**src/rtl/mips_boot_sequencer_pkg.sv**
```systemverilog
// Shared definitions for the MIPS boot sequencer and the instruction memory model.
//   boot_state_e   : sequencer state encoding (LOAD, RELEASE, RUN, ERROR)
//   IMEM_DEPTH_DEF : default instruction memory depth in 32-bit words
//   ADDR_W_DEF     : default word-address width, clog2(IMEM_DEPTH_DEF)
package mips_boot_sequencer_pkg;

  localparam int unsigned IMEM_DEPTH_DEF = 64;
  localparam int unsigned ADDR_W_DEF     = 6;

  typedef enum logic [1:0] {
    ST_LOAD    = 2'd0,
    ST_RELEASE = 2'd1,
    ST_RUN     = 2'd2,
    ST_ERROR   = 2'd3
  } boot_state_e;

endpackage

```
**src/rtl/mips_boot_sequencer_assembler.sv**
```systemverilog
// boot_word_assembler: collects loader bytes big-endian into 32-bit words.
// Ports:
//   clk_i        : system clock, rising edge
//   reset_i      : synchronous active-high reset (discards any partial word)
//   clear_i      : synchronous clear at the start of a new boot
//   accept_i     : a loader byte is transferred this cycle
//   byte_i       : loader byte
//   word_o       : completed word; valid when word_done_o is high
//   byte_idx_o   : position of the next byte within the word (0..3)
//   word_done_o  : the byte accepted this cycle completes a word
module boot_word_assembler
  import mips_boot_sequencer_pkg::*;
(
  input  logic        clk_i,
  input  logic        reset_i,
  input  logic        clear_i,
  input  logic        accept_i,
  input  logic [7:0]  byte_i,
  output logic [31:0] word_o,
  output logic [1:0]  byte_idx_o,
  output logic        word_done_o
);

  // Only the first three bytes are stored; the fourth is taken straight from
  // the input so the word is available in the cycle it completes.
  logic [23:0] shift_q, shift_d;
  logic [1:0]  idx_q,   idx_d;

  always_comb begin
    shift_d = shift_q;
    idx_d   = idx_q;
    if (accept_i) begin
      shift_d = {shift_q[15:0], byte_i};
      idx_d   = idx_q + 2'd1;
    end
  end

  always_ff @(posedge clk_i) begin
    if (reset_i || clear_i) begin
      shift_q <= '0;
      idx_q   <= '0;
    end else begin
      shift_q <= shift_d;
      idx_q   <= idx_d;
    end
  end

  assign word_o      = {shift_q, byte_i};
  assign byte_idx_o  = idx_q;
  assign word_done_o = accept_i && (idx_q == 2'd3);

endmodule

```
**src/rtl/mips_boot_sequencer.sv**
```systemverilog
// mips_boot_sequencer: holds the MIPS core in reset while a byte-serial image
// is loaded into instruction memory, then releases the core.
// Ports:
//   clk, reset          : clock and synchronous active-high reset
//   start               : re-boot request, honoured in RUN and ERROR
//   ld_valid/ld_byte/ld_last/ld_ready : loader byte stream handshake
//   imem_we/imem_addr/imem_wdata      : instruction memory write port
//   cpu_reset_n         : active-low reset to the core
//   boot_done, boot_err : RUN / ERROR status
//   words_loaded        : words written in the current boot
// Optional build macro BOOT_CHECKSUM_EN: the final word of the image is an XOR
// checksum of the written words; it is verified instead of being written.
module mips_boot_sequencer
  import mips_boot_sequencer_pkg::*;
#(
  parameter int unsigned IMEM_DEPTH = IMEM_DEPTH_DEF,
  parameter int unsigned ADDR_W     = ADDR_W_DEF,
  parameter int unsigned RST_HOLD   = 4
) (
  input  logic              clk,
  input  logic              reset,
  input  logic              start,
  input  logic              ld_valid,
  input  logic [7:0]        ld_byte,
  input  logic              ld_last,
  output logic              ld_ready,
  output logic              imem_we,
  output logic [ADDR_W-1:0] imem_addr,
  output logic [31:0]       imem_wdata,
  output logic              cpu_reset_n,
  output logic              boot_done,
  output logic              boot_err,
  output logic [ADDR_W:0]   words_loaded
);

  boot_state_e       state_q, state_d;
  logic [3:0]        hold_q, hold_d;
  logic [ADDR_W:0]   cnt_q, cnt_d;
  logic              we_q, we_d;
  logic [ADDR_W-1:0] addr_q, addr_d;
  logic [31:0]       wdata_q, wdata_d;
  logic              rn_q, rn_d, done_q, done_d, err_q, err_d;
`ifdef BOOT_CHECKSUM_EN
  logic [31:0]       xor_q, xor_d;
`endif

  logic        accept, restart, do_write, word_done, overflow;
  logic [1:0]  byte_idx;
  logic [31:0] word;

  assign ld_ready = (state_q == ST_LOAD) && !reset;
  assign accept   = ld_valid && ld_ready;
  assign restart  = start && ((state_q == ST_RUN) || (state_q == ST_ERROR));
  assign overflow = (cnt_q == (ADDR_W+1)'(IMEM_DEPTH));

  boot_word_assembler u_asm (
    .clk_i       (clk),
    .reset_i     (reset),
    .clear_i     (restart),
    .accept_i    (accept),
    .byte_i      (ld_byte),
    .word_o      (word),
    .byte_idx_o  (byte_idx),
    .word_done_o (word_done)
  );

  // State register
  always_ff @(posedge clk) begin
    if (reset) begin
      state_q <= ST_LOAD;
      hold_q  <= '0;
    end else begin
      state_q <= state_d;
      hold_q  <= hold_d;
    end
  end

  // Next-state logic; do_write marks a word that is committed to memory
  always_comb begin
    state_d  = state_q;
    hold_d   = hold_q;
    do_write = 1'b0;
    unique case (state_q)
      ST_LOAD: begin
        hold_d = '0;
        if (accept && ld_last && (byte_idx != 2'd3)) begin
          state_d = ST_ERROR;
        end else if (word_done) begin
`ifdef BOOT_CHECKSUM_EN
          // Checked before overflow so a checksum at index IMEM_DEPTH is legal.
          if (ld_last) begin
            state_d = (word == xor_q) ? ST_RELEASE : ST_ERROR;
          end else if (overflow) begin
            state_d = ST_ERROR;
          end else begin
            do_write = 1'b1;
          end
`else
          if (overflow) begin
            state_d = ST_ERROR;
          end else begin
            do_write = 1'b1;
            if (ld_last) state_d = ST_RELEASE;
          end
`endif
        end
      end
      ST_RELEASE: begin
        if (hold_q == 4'(RST_HOLD)) state_d = ST_RUN;
        else                        hold_d  = hold_q + 4'd1;
      end
      ST_RUN, ST_ERROR: begin
        if (start) state_d = ST_LOAD;
      end
      default: state_d = ST_LOAD;
    endcase
  end

  // Registered-output next values, derived from the upcoming state
  always_comb begin
    we_d    = do_write;
    addr_d  = addr_q;
    wdata_d = wdata_q;
    cnt_d   = cnt_q;
    if (restart) begin
      addr_d  = '0;
      wdata_d = '0;
      cnt_d   = '0;
    end else if (do_write) begin
      addr_d  = cnt_q[ADDR_W-1:0];
      wdata_d = word;
      cnt_d   = cnt_q + (ADDR_W+1)'(1);
    end
    rn_d   = (state_d == ST_RUN);
    done_d = (state_d == ST_RUN);
    err_d  = (state_d == ST_ERROR);
`ifdef BOOT_CHECKSUM_EN
    xor_d = xor_q;
    if (restart)       xor_d = '0;
    else if (do_write) xor_d = xor_q ^ word;
`endif
  end

  always_ff @(posedge clk) begin
    if (reset) begin
      we_q    <= 1'b0;
      addr_q  <= '0;
      wdata_q <= '0;
      cnt_q   <= '0;
      rn_q    <= 1'b0;
      done_q  <= 1'b0;
      err_q   <= 1'b0;
`ifdef BOOT_CHECKSUM_EN
      xor_q   <= '0;
`endif
    end else begin
      we_q    <= we_d;
      addr_q  <= addr_d;
      wdata_q <= wdata_d;
      cnt_q   <= cnt_d;
      rn_q    <= rn_d;
      done_q  <= done_d;
      err_q   <= err_d;
`ifdef BOOT_CHECKSUM_EN
      xor_q   <= xor_d;
`endif
    end
  end

  assign imem_we      = we_q;
  assign imem_addr    = addr_q;
  assign imem_wdata   = wdata_q;
  assign words_loaded = cnt_q;
  assign cpu_reset_n  = rn_q;
  assign boot_done    = done_q;
  assign boot_err     = err_q;

endmodule

```
**config.mk**
```make
export PLATFORM = sky130hd
export DESIGN_NAME = mips_boot_sequencer
export DESIGN_NICKNAME = d
export VERILOG_FILES = /design/src/rtl/mips_boot_sequencer_pkg.sv /design/src/rtl/mips_boot_sequencer_assembler.sv /design/src/rtl/mips_boot_sequencer.sv
export SDC_FILE = /design/constraint.sdc
export NUM_CORES = 1
export LEC_CHECK = 0
export BUFFER_PORTS_ARGS = -buffer_cell sky130_fd_sc_hd__buf_2
export CAP_MARGIN = 20
export CORE_UTILIZATION = 57
export DETAILED_ROUTE_END_ITERATION = 8
export PLACE_DENSITY = 0.83
export SETUP_SLACK_MARGIN = 0.5
export SLEW_MARGIN = 20
export SYNTH_ARGS = -nofsm -noshare
export SYNTH_HDL_FRONTEND = slang
export SYNTH_SLANG_ARGS = --single-unit
```
**constraint.sdc**
```tcl
create_clock -name clk -period 2.55 [get_ports clk]
set_input_delay 0.1275 -clock clk [delete_from_list [all_inputs] [get_ports clk]]
set_output_delay 0.1275 -clock clk [all_outputs]
set_load 0.02 [all_outputs]
```
==> flow_metrics.tcl <==
set metrics [dict create \
    ys_warn_count 0 \
    wl_per_cell_um 13.1 \
    wl_mm 6.49 \
    status "complete, no violations" \
    p_int_mw 1.82 \
    fmax_mhz 530 \
    ys_async_sr_fraction_pct 0 \
    cts_tree "built" \
    num_vias 2634 \
    final_util_pct 70.9 \
    critPathArrivalTime_ns 2.16 \
    antenna_found_initial 0 \
    worst_slew_pin_slew_ns 0.874 \
    fin_skew_ns 0.00798 \
    slew_violations 0 \
    ir_drop_mv 0.370 \
    finalHoldViolations 0 \
    grt_pass1_wl_mm 10.7 \
    cts_buffers 9 \
    p_comb_share_pct 5.3 \
    core_area_um2 5110 \
    power.switching_mw 0.559 \
    initial_core_util_pct 59.0 \
    avgSynthCellArea_um2 8.37 \
    drt_iter0_drc 167 \
    p_seq_share_pct 53.8 \
    grt_util_met3_pct 4.69 \
    gp_congestion 0.831 \
    vias_per_cell 5.31 \
    holdBufCountCts 7 \
    cp_data_required_time_ns 2.82 \
    cap_violations 0 \
    netlist_area_um2 3010 \
    io_buffers 62 \
    post_cts_buffers 0 \
    setup_viol 0 \
    post-route-cell-area_um2 3620 \
    pin_count 63 \
    grt_pass1_vias 2368 \
    ys_types 39 \
    cp_max_fo 36 \
    swShare_pct 23.5 \
    max-clock-path-buffers 2 \
    die_x_um 74.7 \
    finalCriticalPeriod_ns 1.89 \
    grt_overflow_total 0 \
    synth_ff_type "dfxtp_1" \
    rsz0062_at_grt "no" \
    synthesis.nets 378 \
    synth_edf_count 0 \
    area_growth_pct 20.3 \
    fin_crit_sh_pct 74.0 \
    crit_type "flop to flop" \
    tns_ns 0 \
    cts_root_buffer "clkbuf_8" \
    fin_nets 439 \
    postPlaceCellArea_um2 3340 \
    cp-end-kind "flop" \
    first_pass_iters 4 \
    gr-usage-met1_pct 32.8 \
    ys_seq_elements 80 \
    clkLatencyLatePin_ns 0.34 \
    drive_gt1_share_pct 21.1 \
    grt_use_met2_pct 41.8 \
    grt_max_degree 37 \
    fp.dieArea_um2 5580 \
    die_y_um 74.7 \
    fin_hold_ws_ns 0.0177 \
    clock-sinks 80 \
    cts_resized 0 \
    row_count 26 \
    remaining_drc_errors 0 \
    slew_headroom_pct 41.6 \
    clkSlewWorstSetupHoldPaths_ns 0.08 \
    start_kind "flop" \
    grt_use_total_pct 25.4 \
    busiest_layer "met2" \
    h-tree-depth 3 \
    netlist_instances 360 \
    leakage_nw 1.66 \
    dp_hpwl_mm 4.12 \
    ant_nets 0 \
    power_frac_clock_pct 40.9 \
    seq_area_frac_synth_pct 53.2 \
    design_power_total_mw 2.38 \
    pwr_density_cell_nw_per_um2 657 \
    hold_path_class "input pin to flop" \
    antenna_cells 0 \
]
registers in the layout (all words and copies together) (netlist names):
signal,flops
boot_done,1
boot_err,1
hold_q,4
imem_addr,6
imem_wdata,32
imem_we,1
state_q,2
u_asm.byte_idx_o,2
u_asm.shift_q,24
words_loaded,7
power by group through the flow:
stage | logic [mW] | clock network [mW] | registers (mW)
floorplan | 0.0886 | 0 | 1.30
global placement | 0.115 | 0 | 1.31
detailed placement | 0.116 | 0 | 1.31
CTS | 0.125 | 0.989 | 1.28
global route | 0.139 | 1.05 | 1.28
finish | 0.126 | 0.973 | 1.28
worst max-delay path, stage by stage, from the launching register on:
cell      delay [ns]
dfxtp_1         0.38
or4b_1          0.57
o211ai_4        0.23
inv_2           0.27
nand2_1         0.17
mux2i_1         0.18
layout by cell type (no fill, tap or decap), types with 7 or more instances in the layout:
cell type,n
nand2_1,120
dfxtp_1,80
buf_2,62
nand3_1,42
a21oi_1,27
clkbuf_8,11
o21ai_0,9
nor2_1,8
inv_1,7
dlygate4sd3_1,7
per-layer routing:
metal  wire length, um  up-vias
met4                82        0
met5                 0        -
met2              3160       93
met1              2910     1227
li1                  -     1306
met3               330        8
kinds of logic after synthesis:
group | after synthesis | synth area share [%]
AO/OA/AOI/OAI | 49 | 9.43
AND/OR/NAND/NOR | 188 | 28.3
flip-flops | 80 | 53.2
multiplexers | 2 | 0.665
adder cells (fa/ha/maj) | 5 | 2.08
XOR/XNOR | 4 | 1.16
buffers and inverters | 32 | 5.23
path summary, 6_finish.rpt:
check	slack [ns]	depth (start not counted)	start	endpoint
worst min-delay path	0.02	3	ld_byte[1]	imem_wdata[1]$_SDFFE_PP0P_
worst min register to register	0.45	2	u_asm.shift_q[20]$_SDFFE_PP0N_	imem_wdata[28]$_SDFFE_PP0P_
worst max register to register	0.66	5	words_loaded[2]$_SDFFE_PP0P_	words_loaded[2]$_SDFFE_PP0P_
worst max-delay path	0.66	5	words_loaded[2]$_SDFFE_PP0P_	words_loaded[2]$_SDFFE_PP0P_
metrics by stage:
stage	worst slack, ns	cells
finish	0.663	496
global route	0.501	496
CTS	0.665	496
detailed placement	0.694	473
global placement	0.737	473
floorplan	0.827	360
cell usage after synthesis (2+ instances only):
library cell  number  area (um^2)
nand2_1          120          450
dfxtp_1           80         1600
nand3_1           42          210
a21oi_1           28          140
clkbuf_1          12         45.0
o21ai_0            9         45.0
nor2_1             8         30.0
inv_1              7         26.3
buf_2              6         30.0
ha_1               5         62.6
buf_4              4         30.0
nand2b_1           3         18.8
nor2b_1            3         18.8
xnor2_1            3         26.3
buf_6              2         22.5
mux2i_1            2         20.0
nor3_1             2         10.0
o31ai_1            2         15.0
or3_1              2         12.5
area by class of cell:
class                   instances  area, um^2
flip-flops and latches         80        1600
fillers                       413        1480
multi-input cells             248        1270
repair buffers                 74         418
clock buffers                  11         151
well taps                      70        87.6
clock inverters                 5        62.6
inverters                       8        30.0
Note: power is estimated with default switching activity, not from simulation.
